==> config.mk <==
export PLATFORM = sky130hd
export DESIGN_NAME = editor_campos_rtc
export DESIGN_NICKNAME = d
export VERILOG_FILES = /design/src/rtl/editor_campos_rtc_pkg.sv /design/src/rtl/editor_campos_rtc_bcd_paso.sv /design/src/rtl/editor_campos_rtc.sv
export SDC_FILE = /design/constraint.sdc
export NUM_CORES = 1
export LEC_CHECK = 0
export BUFFER_PORTS_ARGS = -buffer_cell sky130_fd_sc_hd__buf_2
export CORE_UTILIZATION = 55
export CTS_CLUSTER_SIZE = 14
export DETAILED_ROUTE_END_ITERATION = 7
export PLACE_DENSITY_LB_ADDON = 0.3
export SYNTH_ARGS = -nofsm -noshare
export SYNTH_HDL_FRONTEND = slang
export SYNTH_SLANG_ARGS = --single-unit
==> constraint.sdc <==
create_clock -name clk -period 6.55 [get_ports clk]
set_input_delay 1.31 -clock clk [delete_from_list [all_inputs] [get_ports clk]]
set_output_delay 1.31 -clock clk [all_outputs]
set_load 0.02 [all_outputs]
==> src/rtl/editor_campos_rtc_pkg.sv <==
// editor_campos_rtc_pkg (rtc_defs)
//   Shared definitions for the RTC field editor: edit-mode codes as driven by
//   the display FSM, cursor codes, editor FSM states, fixed BCD field limits
//   and a small BCD conversion helper used to turn integer parameters into
//   BCD limits at elaboration time.
package editor_campos_rtc_pkg;

    typedef enum logic [1:0] {
        MODO_NONE  = 2'b00,
        MODO_TIMER = 2'b01,
        MODO_FECHA = 2'b10,
        MODO_HORA  = 2'b11
    } modo_t;

    typedef enum logic [1:0] {
        POS_NONE = 2'b00,
        POS_C2   = 2'b01,
        POS_C1   = 2'b10,
        POS_C0   = 2'b11
    } pos_t;

    typedef enum logic [1:0] {
        ST_IDLE,
        ST_LOAD,
        ST_EDIT,
        ST_COMMIT
    } estado_t;

    localparam logic [7:0] BCD_00       = 8'h00;
    localparam logic [7:0] BCD_01       = 8'h01;
    localparam logic [7:0] HORA_MAX     = 8'h23;
    localparam logic [7:0] MIN_SEG_MAX  = 8'h59;
    localparam logic [7:0] MES_MAX      = 8'h12;

    // Two-digit BCD encoding of 0..99; larger values keep only the low two digits.
    function automatic logic [7:0] to_bcd(input int unsigned v);
        logic [3:0] decenas;
        logic [3:0] unidades;
        decenas  = 4'((v / 10) % 10);
        unidades = 4'(v % 10);
        return {decenas, unidades};
    endfunction

endpackage

==> src/rtl/editor_campos_rtc_bcd_paso.sv <==
// bcd_paso
//   Combinational single-step of a two-digit BCD field inside [min, max].
//   Ports:
//     val      in  8  current BCD value
//     min      in  8  lowest legal BCD value of the field
//     max      in  8  highest legal BCD value of the field
//     up       in  1  increment request
//     down     in  1  decrement request
//     next_val out 8  stepped value (val when no step or both requests)
//   An out-of-range or non-BCD value snaps to min on any step so the field
//   is legal from the first press onwards.
module bcd_paso (
    input  logic [7:0] val,
    input  logic [7:0] min,
    input  logic [7:0] max,
    input  logic       up,
    input  logic       down,
    output logic [7:0] next_val
);

    logic legal;

    // For valid BCD the unsigned byte compare orders values like decimals.
    assign legal = (val[7:4] <= 4'd9) && (val[3:0] <= 4'd9) &&
                   (val >= min) && (val <= max);

    always_comb begin
        next_val = val;
        if (up ^ down) begin
            if (!legal) begin
                next_val = min;
            end else if (up) begin
                if (val == max)
                    next_val = min;
                else if (val[3:0] == 4'd9)
                    next_val = {val[7:4] + 4'd1, 4'd0};
                else
                    next_val = {val[7:4], val[3:0] + 4'd1};
            end else begin
                if (val == min)
                    next_val = max;
                else if (val[3:0] == 4'd0)
                    next_val = {val[7:4] - 4'd1, 4'd9};
                else
                    next_val = {val[7:4], val[3:0] - 4'd1};
            end
        end
    end

endmodule

==> src/rtl/editor_campos_rtc.sv <==
// editor_campos_rtc
//   Edits the three BCD fields of the RTC register set selected by the
//   display edit FSM. Entering an edit mode loads the fields from the RTC,
//   button presses step the field under the cursor with wrap-around, and
//   leaving the mode (or switching to another one) emits a one-cycle write
//   strobe tagged with the mode that was being edited.
//   Ports:
//     clk, reset          clock, asynchronous active-high reset
//     FSMedit[1:0]        edit mode: 00 none, 01 timer, 10 fecha, 11 hora
//     FSMpos[1:0]         cursor: 11 field0, 10 field1, 01 field2, 00 none
//     boton_up/down       raw button levels
//     rtc_c0..rtc_c2      current BCD field values from the RTC
//     campo0..campo2      edited BCD field values
//     editando            high while editing
//     wr_en, wr_sel[1:0]  one-cycle commit strobe and the mode it belongs to
module editor_campos_rtc
    import editor_campos_rtc_pkg::*;
#(
    parameter int SYNC_STAGES = 2,
    parameter int DIA_MAX     = 31,
    parameter int ANIO_MAX    = 99
) (
    input  logic       clk,
    input  logic       reset,
    input  logic [1:0] FSMedit,
    input  logic [1:0] FSMpos,
    input  logic       boton_up,
    input  logic       boton_down,
    input  logic [7:0] rtc_c0,
    input  logic [7:0] rtc_c1,
    input  logic [7:0] rtc_c2,
    output logic [7:0] campo0,
    output logic [7:0] campo1,
    output logic [7:0] campo2,
    output logic       editando,
    output logic       wr_en,
    output logic [1:0] wr_sel
);

    localparam logic [7:0] DIA_MAX_BCD  = to_bcd(DIA_MAX);
    localparam logic [7:0] ANIO_MAX_BCD = to_bcd(ANIO_MAX);

    logic [SYNC_STAGES-1:0] up_sync_p0;
    logic [SYNC_STAGES-1:0] dn_sync_p0;
    logic                   up_prev_p1;
    logic                   dn_prev_p1;
    logic                   up_edge;
    logic                   dn_edge;

    estado_t    state;
    estado_t    state_next;
    logic [1:0] modo_reg;
    logic       load_en;
    logic       step_en;

    logic [7:0] min0, max0, min1, max1, min2, max2;
    logic [7:0] sel_val, sel_min, sel_max;
    logic       sel_ok;
    logic [7:0] paso_val;

    // Stage p0: button synchronizers; stage p1: previous level for edge detect
    always_ff @(posedge clk or posedge reset) begin
        if (reset) begin
            up_sync_p0 <= '0;
            dn_sync_p0 <= '0;
            up_prev_p1 <= 1'b0;
            dn_prev_p1 <= 1'b0;
        end else begin
            up_sync_p0 <= {up_sync_p0[SYNC_STAGES-2:0], boton_up};
            dn_sync_p0 <= {dn_sync_p0[SYNC_STAGES-2:0], boton_down};
            up_prev_p1 <= up_sync_p0[SYNC_STAGES-1];
            dn_prev_p1 <= dn_sync_p0[SYNC_STAGES-1];
        end
    end

    assign up_edge = up_sync_p0[SYNC_STAGES-1] & ~up_prev_p1;
    assign dn_edge = dn_sync_p0[SYNC_STAGES-1] & ~dn_prev_p1;

    // Editor FSM state and captured mode
    always_ff @(posedge clk or posedge reset) begin
        if (reset) begin
            state    <= ST_IDLE;
            modo_reg <= MODO_NONE;
        end else begin
            state <= state_next;
            if (state == ST_IDLE && FSMedit != MODO_NONE)
                modo_reg <= FSMedit;
        end
    end

    always_comb begin
        state_next = state;
        load_en    = 1'b0;
        step_en    = 1'b0;
        editando   = 1'b0;
        wr_en      = 1'b0;
        wr_sel     = 2'b00;
        case (state)
            ST_IDLE: begin
                if (FSMedit != MODO_NONE)
                    state_next = ST_LOAD;
            end
            ST_LOAD: begin
                load_en    = 1'b1;
                state_next = ST_EDIT;
            end
            ST_EDIT: begin
                editando = 1'b1;
                // Leaving to 00 or to a different mode both commit the old mode first.
                if (FSMedit != modo_reg)
                    state_next = ST_COMMIT;
                else
                    step_en = 1'b1;
            end
            ST_COMMIT: begin
                wr_en      = 1'b1;
                wr_sel     = modo_reg;
                state_next = ST_IDLE;
            end
            default: state_next = ST_IDLE;
        endcase
    end

    // Field limits for the mode being edited (timer shares the hora ranges)
    always_comb begin
        min0 = BCD_00;
        max0 = HORA_MAX;
        min1 = BCD_00;
        max1 = MIN_SEG_MAX;
        min2 = BCD_00;
        max2 = MIN_SEG_MAX;
        if (modo_reg == MODO_FECHA) begin
            min0 = BCD_01;
            max0 = DIA_MAX_BCD;
            min1 = BCD_01;
            max1 = MES_MAX;
            min2 = BCD_00;
            max2 = ANIO_MAX_BCD;
        end
    end

    // Cursor selects which field feeds the shared stepper
    always_comb begin
        sel_val = campo0;
        sel_min = min0;
        sel_max = max0;
        sel_ok  = 1'b0;
        case (FSMpos)
            POS_C0: begin
                sel_val = campo0; sel_min = min0; sel_max = max0; sel_ok = 1'b1;
            end
            POS_C1: begin
                sel_val = campo1; sel_min = min1; sel_max = max1; sel_ok = 1'b1;
            end
            POS_C2: begin
                sel_val = campo2; sel_min = min2; sel_max = max2; sel_ok = 1'b1;
            end
            default: sel_ok = 1'b0;
        endcase
    end

    bcd_paso u_bcd_paso (
        .val      (sel_val),
        .min      (sel_min),
        .max      (sel_max),
        .up       (up_edge),
        .down     (dn_edge),
        .next_val (paso_val)
    );

    // Field registers: load on entry, step while editing, otherwise hold
    always_ff @(posedge clk or posedge reset) begin
        if (reset) begin
            campo0 <= 8'h00;
            campo1 <= 8'h00;
            campo2 <= 8'h00;
        end else if (load_en) begin
            campo0 <= rtc_c0;
            campo1 <= rtc_c1;
            campo2 <= rtc_c2;
        end else if (step_en && sel_ok) begin
            case (FSMpos)
                POS_C0:  campo0 <= paso_val;
                POS_C1:  campo1 <= paso_val;
                POS_C2:  campo2 <= paso_val;
                default: ;
            endcase
        end
    end

endmodule
==> flow_summary.yaml <==
setup_path:
  worstPathMaxFanout: 16
  crit_path_end_kind: "register"
  crit_end: "campo1[2]$_DFFE_PP0P_"
  rr_endpoint: "campo1[2]$_DFFE_PP0P_"
  crit_type: "input pin to register"
  r2r-start: "campo1[5]$_DFFE_PP0P_"
  path_depth: 15
  critical-path-max-stage-delay_ps: 710
  cp-startpoint: "FSMpos[0]"
  worst-path-buf-inv: 4
  crit_required_ps: 6740
  crit_arrival_ps: 5110
  crit_slowest_cell: "mux2i_1"
  critical-path-top-delay-family: "compound AO/OA/AOI/OAI gates"
  start_kind: "input pin"
  critical_path.cell_chain: "buf_2, inv_1, ha_1, a22o_1, mux2i_1, inv_1, ha_1, nand4_1, a2111oi_0, o21ai_0, a32oi_1, a211oi_1, buf_4, a31o_2, o221a_2"
  reg2regPathDepth: 12
  ff2ff_setup_slack_ps: 2930
yosys:
  synth-simple-area-share_pct: 22.8
  synthCells: 353
  synth_mux_area_share_pct: 4.72
  syn_nets: 403
  async_flop_share_pct: 100
  synth.top_cells.by_area: "dfrtp_1 29%, ha_1 7.8%, o21ai_0 4.5%, nand2_1 4.2%, nor2_1 3.6%"
  synth_ff_type: "dfrtp_1"
  ys_seq_area_share_pct: 29.5
  synth_top_area_share_pct: 29.5
  synth_compound_area_share_pct: 27.6
  synth.avg_cell_area_um2: 8.18
  ys_seq_elements: 34
  syn_area_um2: 2890
  synth_top_family_by_area: "compound AO/OA/AOI/OAI gates"
  synth_top_area_cell: "dfrtp_1"
  synth_xor_area_share_pct: 2.12
  yosysWarnings: 0
  synthAdderAreaFrac_pct: 7.80
  synth_edf_count: 0
  ys_types: 63
cells_and_area:
  fillers: 452
  antenna_cells: 0
  areaGrowthSynthToFinish_pct: 14.6
  final_core_util_pct: 65.2
  drive_gt1_share_pct: 21.9
  nets: 455
  top_regs: "campo0 (8), campo1 (8), campo2 (8)"
  fin_area_um2: 3310
sta:
  fin_skew_ps: 10.1
  worst_slew_pin_slew_ps: 1070
  layout_min_cycle_time_ps: 4930
  final_hold_viol_count: 0
  rsz0062_at_grt: "false"
  fmax_mhz: 203
  setup_slack_ps: 1620
  fin_tns_setup_ps: 0
  timing.final.crit_share_pct: 75.2
  slew_violations: 0
  setup_viol: 0
  slew_headroom_pct: 28.9
status:
  outcome: "finished clean"
clocking:
  worstSkewPairLatency_ps: 290
  clockRootBuffer: "clkbuf_8"
  clk_path_buf_depth: 2
  cts_hold_buf: 0
  postCtsSetupBuffers: 0
  clk_pin_slew_ps: 70
  cts.sinks: 34
  cts_tree: "done"
  cts_buffers: 5
  htree_levels: 2
  cts_resized: 0
route:
  wl_per_cell_um: 16.7
  vias_per_cell: 6.22
  drt-initial-drc-count: 294
  drc: 0
  routed-via-count: 2960
  routed_wl_mm: 7.95
  antenna_left: 0
  first_pass_iters: 5
placed_design:
  hpwl_mm: 5.94
  dp_slack_ps: 1410
  numPortBuffers: 59
  place.gp.congestion: 1.02
  dpl-instance-area_um2: 3220
floorplan:
  io_pins: 60
  core.rowCount: 26
  core-area_um2: 5070
  dieArea_um2: 5540
  die_x_um: 74.4
  start_util_pct: 56.9
  die_h_um: 74.4
power_and_ir_drop:
  finalPower_mw: 1.42
  ir_drop_v: 0.000302
  p_per_area_nw_per_um2: 429
  p_leak_nw: 1.51
flow_run:
  cap_violations: 0
grt:
  antenna_found_initial: 0
  grt_max_degree: 49
  grt_overflow_total: 0
  track_usage_pct: 30.0
  grt_pass1_vias: 2507
  grt_first_pass_wirelength_mm: 12.5
worst_hold_path:
  hold_class: "register to register"
-- worst min-delay path by stage --
stage          cells after the start                    start                      end
6_report                           0  dn_sync_p0[0]$_DFF_PP0_  dn_sync_p0[1]$_DFF_PP0_
5_1_grt                            0  dn_sync_p0[0]$_DFF_PP0_  dn_sync_p0[1]$_DFF_PP0_
4_1_cts                            0  dn_sync_p0[0]$_DFF_PP0_  dn_sync_p0[1]$_DFF_PP0_
3_5_place_dp                       0  dn_sync_p0[0]$_DFF_PP0_  dn_sync_p0[1]$_DFF_PP0_
3_3_place_gp                       0  dn_sync_p0[0]$_DFF_PP0_  dn_sync_p0[1]$_DFF_PP0_
2_1_floorplan                      0  dn_sync_p0[0]$_DFF_PP0_  dn_sync_p0[1]$_DFF_PP0_
-- logic make-up (layout without fill, tap and decap cells) --
group           Yosys count  count (layout)
fa+ha+maj                18              18
buf+inv                  38              91
flops                    34              34
mux                      13              13
simple gates            128             128
xor+xnor                  7               7
compound gates          115             115
-- layout make-up --
class,instances,area (um2),area share (%)
multi-input combinational,281,1880,56.8
sequential,34,851,25.7
timing repair buffer,63,325,9.83
tap,70,87.6,2.65
clock buffer,7,86.3,2.61
inverter,20,75.1,2.27
clock inverter,1,5.00,0.151
-- synth_stat cells (7+ instances only) --
master	number
ha_1	18
dfrtp_1	34
a21oi_1	20
inv_1	19
nor2_1	28
o21ai_0	26
nand3_1	9
nor3_1	15
a22oi_1	9
nand2_1	32
clkbuf_1	10
a21o_1	7
nand2b_1	7
mux2i_1	8
-- where the power goes --
| part | internal, mW | total [mW] | switching (mW) |
|---|---|---|---|
| logic | 0.342 | 0.878 | 0.536 |
| clock network | 0.0848 | 0.161 | 0.0763 |
| registers | 0.299 | 0.380 | 0.0814 |
| total | 0.725 | 1.42 | 0.694 |
-- cells in the final DEF (no fill, tap or decap), types with 9 or more instances in the layout --
master / synthesis / layout
a21oi_1: 20 / 20
a22oi_1: 9 / 9
buf_2: 5 / 59
dfrtp_1: 34 / 34
ha_1: 18 / 18
inv_1: 19 / 19
nand2_1: 32 / 32
nand3_1: 9 / 9
nor2_1: 28 / 28
nor3_1: 15 / 15
o21ai_0: 26 / 26
-- through the flow --
stage / hold WS (ps) / cells
after floorplan: 331 / 353
after global placement: 345 / 468
after detailed placement: 336 / 468
after CTS: 360 / 476
after global routing: 365 / 476
final: 356 / 476
-- routing by layer --
metal  share of wire [%]  GRT usage, %  vias up
met5                   0             0        -
li1                    -             -     1414
met2                  45          46.3      147
met4                 3.5          12.8        0
met3                 7.1          4.74       24
met1                  44          41.5     1375
No activity file was read; power rests on OpenSTA's default activity.
